### config.mk
export PLATFORM = sky130hd
export DESIGN_NAME = i2c_reg_bank_ctrl_flat
export DESIGN_NICKNAME = d
export VERILOG_FILES = /design/src/rtl/i2c_reg_bank_ctrl_if.sv /design/src/rtl/i2c_reg_bank_ctrl.sv /design/src/flat_wrapper.sv
export SDC_FILE = /design/constraint.sdc
export NUM_CORES = 1
export LEC_CHECK = 0
export ABC_CLOCK_PERIOD_IN_PS = 7000
export CORE_UTILIZATION = 60
export CTS_CLUSTER_DIAMETER = 100
export DETAILED_ROUTE_END_ITERATION = 7
export PLACE_DENSITY = 0.84
export SETUP_SLACK_MARGIN = 0.1
export SLEW_MARGIN = 20
export SYNTH_ARGS = -nofsm -noshare
export SYNTH_HDL_FRONTEND = slang
export SYNTH_SLANG_ARGS = --single-unit
### constraint.sdc
create_clock -name clock -period 7 [get_ports clock]
set_input_delay 1.05 -clock clock [delete_from_list [all_inputs] [get_ports clock]]
set_output_delay 1.05 -clock clock [all_outputs]
set_load 0.1 [all_outputs]
### src/rtl/i2c_reg_bank_ctrl_if.sv
// i2c_reg_bank_ctrl_if
//   Bundles the I2C slave byte-level handshake, the local host port and the
//   status outputs of i2c_reg_bank_ctrl.
//   slave  : view of the register bank controller (DUT side)
//   master : view of whoever drives the I2C byte engine and the host port
// Signals:
//   i2c_start/i2c_rnw/i2c_stop  transaction framing pulses from the I2C slave
//   rx_valid/rx_data            byte received from the I2C master
//   tx_req -> tx_valid/tx_data  next byte to transmit, answered 1 cycle later
//   host_*                      single-cycle host register access, gnt is comb
//   ptr, irq_wr, irq_addr       register pointer and write notification
interface i2c_reg_bank_ctrl_if #(
    parameter int ADDR_W = 4
);
    logic              i2c_start;
    logic              i2c_rnw;
    logic              i2c_stop;
    logic              rx_valid;
    logic [7:0]        rx_data;
    logic              tx_req;
    logic [7:0]        tx_data;
    logic              tx_valid;
    logic              host_req;
    logic              host_we;
    logic [ADDR_W-1:0] host_addr;
    logic [7:0]        host_wdata;
    logic              host_gnt;
    logic [7:0]        host_rdata;
    logic [7:0]        ptr;
    logic              irq_wr;
    logic [ADDR_W-1:0] irq_addr;

    modport slave (
        input  i2c_start, i2c_rnw, i2c_stop, rx_valid, rx_data, tx_req,
        input  host_req, host_we, host_addr, host_wdata,
        output tx_data, tx_valid, host_gnt, host_rdata, ptr, irq_wr, irq_addr
    );

    modport master (
        output i2c_start, i2c_rnw, i2c_stop, rx_valid, rx_data, tx_req,
        output host_req, host_we, host_addr, host_wdata,
        input  tx_data, tx_valid, host_gnt, host_rdata, ptr, irq_wr, irq_addr
    );
endinterface

### src/rtl/i2c_reg_bank_ctrl.sv
// i2c_reg_bank_ctrl
//   Maps I2C slave byte traffic onto a NUM_REGS x 8 register bank. The first
//   byte of a master write loads the register pointer, following bytes write
//   the bank with auto-increment; master reads stream the bank from the
//   pointer. A local host port shares the single-ported bank and only gets
//   access in cycles the I2C side does not use (the slave cannot stretch).
// Ports:
//   clock  system clock
//   reset  asynchronous active-low reset
//   bus    i2c_reg_bank_ctrl_if.slave (I2C byte handshake, host port, status)
//
// state   | meaning
// --------+----------------------------------------------------------
// IDLE    | no transaction open, received bytes ignored
// GET_PTR | write transaction opened, next byte is the register pointer
// WR_DATA | pointer loaded, received bytes write the bank
// RD_DATA | read transaction, tx requests stream the bank
module i2c_reg_bank_ctrl #(
    parameter int                  NUM_REGS  = 16,
    parameter int                  ADDR_W    = $clog2(NUM_REGS),
    parameter logic [7:0]          RESET_VAL = 8'h00,
    parameter logic [NUM_REGS-1:0] RO_MASK   = '0
) (
    input  logic                  clock,
    input  logic                  reset,
    i2c_reg_bank_ctrl_if.slave    bus
);

    typedef enum logic [1:0] {IDLE, GET_PTR, WR_DATA, RD_DATA} state_t;

    localparam logic [7:0] LAST_PTR = 8'(NUM_REGS - 1);

    state_t            state_q;
    logic [7:0]        ptr_q;
    logic [7:0]        regs_q [NUM_REGS];
    logic [7:0]        tx_data_q;
    logic              tx_valid_q;
    logic [7:0]        host_rdata_q;
    logic              irq_wr_q;
    logic [ADDR_W-1:0] irq_addr_q;

    logic              ptr_in_range;
    logic [ADDR_W-1:0] ptr_idx;
    logic [7:0]        ptr_inc;
    logic              wr_access;
    logic              rd_access;
    logic              i2c_access;
    logic              host_gnt;
    logic              host_in_range;

    assign ptr_in_range  = 32'(ptr_q) < NUM_REGS;
    assign ptr_idx       = ptr_q[ADDR_W-1:0];
    // Out-of-range pointers stick so a runaway master cannot wrap into the bank.
    assign ptr_inc       = !ptr_in_range        ? ptr_q :
                           (ptr_q == LAST_PTR)  ? 8'h00 : ptr_q + 8'd1;

    assign wr_access     = (state_q == WR_DATA) && bus.rx_valid;
    assign rd_access     = (state_q == RD_DATA) && bus.tx_req;
    assign i2c_access    = wr_access || rd_access;
    assign host_gnt      = bus.host_req && !i2c_access;
    assign host_in_range = 32'(bus.host_addr) < NUM_REGS;

    always_ff @(posedge clock or negedge reset) begin
        if (!reset) begin
            state_q      <= IDLE;
            ptr_q        <= 8'h00;
            tx_data_q    <= 8'h00;
            tx_valid_q   <= 1'b0;
            host_rdata_q <= 8'h00;
            irq_wr_q     <= 1'b0;
            irq_addr_q   <= '0;
            for (int i = 0; i < NUM_REGS; i++) begin
                regs_q[i] <= RESET_VAL;
            end
        end else begin
            tx_valid_q <= bus.tx_req;
            irq_wr_q   <= 1'b0;

            // Every tx request is answered; only a live read returns bank data.
            if (bus.tx_req) begin
                tx_data_q <= (rd_access && ptr_in_range) ? regs_q[ptr_idx] : 8'hFF;
            end

            case (state_q)
                GET_PTR: begin
                    if (bus.rx_valid) begin
                        ptr_q   <= bus.rx_data;
                        state_q <= WR_DATA;
                    end
                end
                WR_DATA: begin
                    if (bus.rx_valid) begin
                        if (ptr_in_range && !RO_MASK[ptr_idx]) begin
                            regs_q[ptr_idx] <= bus.rx_data;
                            irq_wr_q        <= 1'b1;
                            irq_addr_q      <= ptr_idx;
                        end
                        ptr_q <= ptr_inc;
                    end
                end
                RD_DATA: begin
                    if (bus.tx_req) begin
                        ptr_q <= ptr_inc;
                    end
                end
                default: ;
            endcase

            // Never coincides with an I2C bank access, so no write collision.
            if (host_gnt) begin
                if (bus.host_we) begin
                    if (host_in_range) begin
                        regs_q[bus.host_addr] <= bus.host_wdata;
                    end
                end else begin
                    host_rdata_q <= host_in_range ? regs_q[bus.host_addr] : 8'hFF;
                end
            end

            // Framing overrides the byte-driven transition; start beats stop.
            if (bus.i2c_start) begin
                state_q <= bus.i2c_rnw ? RD_DATA : GET_PTR;
            end else if (bus.i2c_stop) begin
                state_q <= IDLE;
            end
        end
    end

    assign bus.tx_data    = tx_data_q;
    assign bus.tx_valid   = tx_valid_q;
    assign bus.host_gnt   = host_gnt;
    assign bus.host_rdata = host_rdata_q;
    assign bus.ptr        = ptr_q;
    assign bus.irq_wr     = irq_wr_q;
    assign bus.irq_addr   = irq_addr_q;

endmodule

### src/flat_wrapper.sv
// flat-port wrapper written by rule: the top's interface ports become plain ports
module i2c_reg_bank_ctrl_flat 
#(
    parameter int                  NUM_REGS  = 16,
    parameter int                  ADDR_W    = $clog2(NUM_REGS),
    parameter logic [7:0]          RESET_VAL = 8'h00,
    parameter logic [NUM_REGS-1:0] RO_MASK   = '0
)
  (clock, reset, bus_i2c_start, bus_i2c_rnw, bus_i2c_stop, bus_rx_valid, bus_rx_data, bus_tx_req, bus_host_req, bus_host_we, bus_host_addr, bus_host_wdata, bus_tx_data, bus_tx_valid, bus_host_gnt, bus_host_rdata, bus_ptr, bus_irq_wr, bus_irq_addr);
  i2c_reg_bank_ctrl_if #(.ADDR_W(ADDR_W)) bus_i ();
  input  logic clock;
  input  logic reset;
  input wire logic [$bits(bus_i.i2c_start)-1:0] bus_i2c_start;
  input wire logic [$bits(bus_i.i2c_rnw)-1:0] bus_i2c_rnw;
  input wire logic [$bits(bus_i.i2c_stop)-1:0] bus_i2c_stop;
  input wire logic [$bits(bus_i.rx_valid)-1:0] bus_rx_valid;
  input wire logic [$bits(bus_i.rx_data)-1:0] bus_rx_data;
  input wire logic [$bits(bus_i.tx_req)-1:0] bus_tx_req;
  input wire logic [$bits(bus_i.host_req)-1:0] bus_host_req;
  input wire logic [$bits(bus_i.host_we)-1:0] bus_host_we;
  input wire logic [$bits(bus_i.host_addr)-1:0] bus_host_addr;
  input wire logic [$bits(bus_i.host_wdata)-1:0] bus_host_wdata;
  output wire logic [$bits(bus_i.tx_data)-1:0] bus_tx_data;
  output wire logic [$bits(bus_i.tx_valid)-1:0] bus_tx_valid;
  output wire logic [$bits(bus_i.host_gnt)-1:0] bus_host_gnt;
  output wire logic [$bits(bus_i.host_rdata)-1:0] bus_host_rdata;
  output wire logic [$bits(bus_i.ptr)-1:0] bus_ptr;
  output wire logic [$bits(bus_i.irq_wr)-1:0] bus_irq_wr;
  output wire logic [$bits(bus_i.irq_addr)-1:0] bus_irq_addr;
  assign bus_i.i2c_start = bus_i2c_start;
  assign bus_i.i2c_rnw = bus_i2c_rnw;
  assign bus_i.i2c_stop = bus_i2c_stop;
  assign bus_i.rx_valid = bus_rx_valid;
  assign bus_i.rx_data = bus_rx_data;
  assign bus_i.tx_req = bus_tx_req;
  assign bus_i.host_req = bus_host_req;
  assign bus_i.host_we = bus_host_we;
  assign bus_i.host_addr = bus_host_addr;
  assign bus_i.host_wdata = bus_host_wdata;
  assign bus_tx_data = bus_i.tx_data;
  assign bus_tx_valid = bus_i.tx_valid;
  assign bus_host_gnt = bus_i.host_gnt;
  assign bus_host_rdata = bus_i.host_rdata;
  assign bus_ptr = bus_i.ptr;
  assign bus_irq_wr = bus_i.irq_wr;
  assign bus_irq_addr = bus_i.irq_addr;
  i2c_reg_bank_ctrl #(.NUM_REGS(NUM_REGS), .ADDR_W(ADDR_W), .RESET_VAL(RESET_VAL), .RO_MASK(RO_MASK)) u_core (.clock(clock), .reset(reset), .bus(bus_i));
endmodule
# Word level (Yosys, flattened, before mapping)
# Memory sizes are Yosys's and may differ from the RTL's.
# Cells that the tools add are included.
# classes
magnitude_cmp	6
n_addsub	1
n_mux	33
n_eq_ne	7
bitwise_logic	3
n_reduce_logical	17
# op_table
op	count
2-to-1 mux 128 bit	5
bitwise mux 128 bit	2
2-to-1 mux 8 bit	12
binary-select mux 8 bit (select 4 bit)	2
demux 8 bit (select 4 bit)	2
one-hot mux 8 bit (3 select lines)	1
>= comparator 5 bit, second input constant	2
less-than comparator 5 x 1 -> 1 bit, second input constant	2
2-to-1 mux 2 bit	5
NOT 4 -> 5 bit	2
nonzero test 3 bit	3
adder 8 x 1 -> 8 bit, second input constant	1
== test 8 x 4 -> 1 bit, second input constant	1
less-than comparator 8 x 5 -> 1 bit, second input constant	1
logical AND 1 bit	7
!= test 2 bit, second input constant	3
less-than comparator 4 x 5 -> 1 bit, second input constant	1
== test 2 bit, second input constant	2
2-to-1 mux 1 bit	4
AND reduction 2 bit	2
AND reduction 4 bit	1
AND reduction 3 bit	1
== test 2 x 1 -> 1 bit, second input constant	1
zero test 1 bit	2
other kinds (2)	2
# word_totals
word_cells	91
mem_bits_ro	16
input_bits	29
memories	1
out_inout_bits	31
ff_bits	160
# memory_table
memory	depth	word_bits	rd	rd_clocked_by_memory_dff	wr	line_no	source
(name not given)	16	1	1	0	0	i2c_reg_bank_ctrl.sv:93	if (ptr_in_range && !RO_MASK[ptr_idx]) begin

# Longest topological paths before layout
# logic_depth
word_depth	12
ltp_mapped	9
mapped_depth_nobuf	6

# Worst setup path after synthesis
# OpenSTA, ideal clock, no wires.
# synth_timing
path_type	input port to output port
from	input port bus_tx_req
to	output port bus_host_gnt
slack_ps	3418
stages	4
arrival_time_ps	2532
required_ps	5950
n_path_buf	2
cell_sequence	clkbuf_2 mux2i_2 buf_2 o21a_1
# synth_via
elab_chain_cells	4
# synth_lines
element	line_no	source
from (decl)	flat_wrapper.sv:18	input wire logic [$bits(bus_i.tx_req)-1:0] bus_tx_req;
logical AND 1 bit	i2c_reg_bank_ctrl.sv:58	assign rd_access = (state_q == RD_DATA) && bus.tx_req;
logical OR 1 bit	i2c_reg_bank_ctrl.sv:59	assign i2c_access = wr_access || rd_access;
zero test 1 bit	i2c_reg_bank_ctrl.sv:60	assign host_gnt = bus.host_req && !i2c_access;
logical AND 1 bit	i2c_reg_bank_ctrl.sv:60	
to (decl)	flat_wrapper.sv:25	output wire logic [$bits(bus_i.host_gnt)-1:0] bus_host_gnt;
# Every way passes these cells.

# Worst setup path after layout
# Ends and elaborated chain as after synthesis.

==> results.py <==
metrics = {
    "job": {
        "maxCapViolations": 0,
    },
    "cts": {
        "cts_max_level": 4,
        "post-cts-setup-buffers": 0,
        "cts_sinks": 160,
        "hold_buffers": 0,
        "numCtsBuffers": 17,
        "clock_latency_ns": 0.45,
        "cts_resized": 0,
        "cts_max_path_buffers": 2,
        "clkTransAtPathRegs_ns": 0.06,
        "cts_tree": "done",
        "cts_root_buffer": "clkbuf_16",
    },
    "synth": {
        "muxShareOfSynthArea": 0.216,
        "yosys-top-cells-area": "dfrtp_1 40%, mux4_2 14%, mux2i_1 7.0%, o22a_1 4.4%, a21oi_1 3.6%",
        "yosys.area.top_type": "dfrtp_1",
        "synth_simple_gate_area_frac": 0.102,
        "synthCells": 950,
        "synthFlopType": "dfrtp_1",
        "synth_area_um2": 10000,
        "synth_compound_area_frac": 0.229,
        "yosys.area_share.adder": 0.00500,
        "syn_nets": 983,
        "synth.most_common_cell": "dfrtp_1",
        "synth-warning-count": 0,
        "synth_top_area_frac": 0.400,
        "ys_types": 57,
        "ys_ff_latch": 160,
        "synth_top_family_by_area": "compound AO/OA/AOI/OAI gates",
        "async_flop_share": 1.00,
        "synthXorXnorAreaFrac": 0,
        "synth_edf_count": 0,
        "avgSynthCellArea_um2": 10.5,
        "yosysSeqAreaShare": 0.400,
        "yosys-top-cells-count": "160 x dfrtp_1, 80 x nor2_1, 76 x clkbuf_1, 73 x a21oi_1, 70 x mux2i_1",
    },
    "detailed_routing": {
        "dr.first_iter.drc_count": 1554,
        "routedWlPerCell_um": 29.5,
        "wl_mm": 34.5,
        "via_per_inst": 7.68,
        "drtAntennaViolNets": 0,
        "drc_errors": 0,
        "via_count": 8974,
        "firstDrtPassIters": 8,
    },
    "final_layout": {
        "nNetsFinal": 973,
        "nFillCells": 1183,
        "num_antenna_cells": 0,
        "drive_gt1_frac": 0.158,
        "final_area_um2": 11200,
        "area_growth_pct": 11.8,
    },
    "power": {
        "peakVddDrop_mv": 0.271,
        "p_sw_frac": 0.423,
        "switchingPower_mw": 1.88,
        "p_comb_frac": 0.444,
        "clockPowerShare": 0.206,
        "powerDensity_nw_per_um2": 398,
        "p_int_mw": 2.57,
        "sequentialPowerShare": 0.350,
        "fin_total_pwr_mw": 4.45,
        "p_leak_nw": 4.75,
    },
    "timing": {
        "max_freq_mhz": 212,
        "clock_skew_ns": 0.0107,
        "period_share": 0.675,
        "period_needed_ns": 4.73,
        "final-setup-viol-count": 0,
        "hold_viol": 0,
        "relSlewSlack": 0.141,
        "worst-slew-pin-transition_ns": 1.28,
        "drv_slew": 0,
        "rsz0062_at_grt": "no",
        "setup_tns_ns": 0,
    },
    "critical_path": {
        "required_ns": 5.95,
        "crit_type": "in -> out",
        "startpoint": "bus_tx_req",
        "r2r-start": "u_core.bus.ptr[0]",
        "cp.arrival_ns": 3.68,
        "path_max_fanout": 18,
        "cp-start-kind": "input pin",
        "cp-end-kind": "primary output",
    },
    "place": {
        "post_dp_cell_area_um2": 10600,
        "place.gp.congestion": 0.968,
        "hpwl_mm": 22.1,
        "port_buffers": 59,
    },
    "grt": {
        "track_usage": 0.418,
        "antenna_found_initial": 0,
        "grt_max_degree": 98,
        "grt_pass1_wl_mm": 53.3,
        "grt_pass1_vias": 8841,
        "grt_overflow_total": 0,
    },
    "floorplanning": {
        "row_count": 46,
        "die_area_um2": 17200,
        "chipHeight_um": 131,
        "io_pins": 60,
        "fp.dieW_um": 131,
        "core_area_um2": 16100,
        "start_util": 0.621,
    },
    "hold_path": {
        "hp-start": "u_core.bus.irq_addr[2]",
        "hp-class": "reg -> reg",
    },
    "outcome": {
        "outcome": "finished clean",
    },
}
[final cells by class]
type / instances / area, µm² / area share
clock buffer: 20 / 447 / 0.0399
clock inverter: 11 / 116 / 0.0104
inverter: 9 / 33.8 / 0.00302
multi-input combinational: 671 / 5580 / 0.498
sequential: 160 / 4010 / 0.358
tap: 216 / 270 / 0.0242
timing repair buffer: 81 / 742 / 0.0663
[metal layers]
| layer | global-route usage | routed length [µm] |
|---|---|---|
| met1 | 0.535 | 12100 |
| met2 | 0.604 | 15200 |
| met4 | 0.236 | 2010 |
| met3 | 0.164 | 5260 |
| met5 | 0 | 0 |
[registers in the layout (all words and copies together), names as in the netlist]
name	cells
u_core.regs_q	128
u_core.bus.host_rdata	8
u_core.bus.ptr	8
u_core.bus.tx_data	8
u_core.bus.irq_addr	4
u_core.state_q	2
u_core.bus.irq_wr	1
u_core.bus.tx_valid	1
[logic make-up after synthesis]
family                   after synthesis
AND/OR/NAND/NOR                      196
adder cells (fa/ha/maj)                4
buffers and inverters                119
flip-flops                           160
multiplexers                         138
AO/OA/AOI/OAI                        333
[critical path, cell delays in order]
cell and delay, ns:
clkdlybuf4s50_1 0.72, mux2i_2 0.29, buf_4 0.29, o21a_1 0.18, clkdlybuf4s50_1 1.14
[placed cells by master (no fill, tap or decap), types with 5 or more instances in the layout]
master / n
inv_1: 7
and4_1: 5
o41ai_1: 16
nand4_2: 7
a21oi_1: 73
and2_1: 8
a21boi_0: 40
buf_4: 22
o21ai_0: 52
clkdlybuf4s50_1: 55
mux2i_1: 70
a22oi_1: 12
dfrtp_1: 159
clkbuf_16: 17
a31oi_1: 15
nand2_1: 44
o211ai_1: 16
mux2_2: 5
mux4_2: 61
o2111ai_2: 8
nor2_1: 80
o22a_1: 50
o22ai_1: 7
o2111ai_1: 8
a221oi_1: 7
nand3_1: 14
clkinv_2: 5
o21a_1: 17
nand4_1: 5
[metrics by stage]
step | instances | util | setup slack, ns | hold WS (ns)
4_1_cts | 1168 | 0.694 | 2.31 | 0.484
5_1_grt | 1168 | 0.694 | 2.25 | 0.520
3_3_place_gp | 1137 | 0.659 | 2.33 | 0.461
2_1_floorplan | 950 | - | 3.42 | 0.517
3_5_place_dp | 1137 | 0.659 | 2.33 | 0.470
6_report | 1168 | 0.694 | 2.27 | 0.487
[power by group through the flow]
stage	Clock, mW	Sequential [mW]	Combinational, mW
3_5_place_dp	0	1.54	1.93
5_1_grt	0.949	1.58	2.07
4_1_cts	0.914	1.53	1.94
6_report	0.915	1.56	1.98
3_3_place_gp	0	1.52	1.88
2_1_floorplan	0	1.79	1.15
[path summary, 6_finish.rpt]
path                                     endpoint  slack, ns  cells past startpoint
max reg2reg                     u_core.regs_q[94]       3.52                      7
min reg2reg                u_core.bus.irq_addr[2]       0.49                      2
max in group asynchronous       u_core.bus.ptr[0]       4.91                      2
min in group asynchronous       u_core.regs_q[90]       0.68                      1
max                                  bus_host_gnt       2.27                      5
min                        u_core.bus.irq_addr[2]       0.49                      2
(Power assumes the default switching activity.)
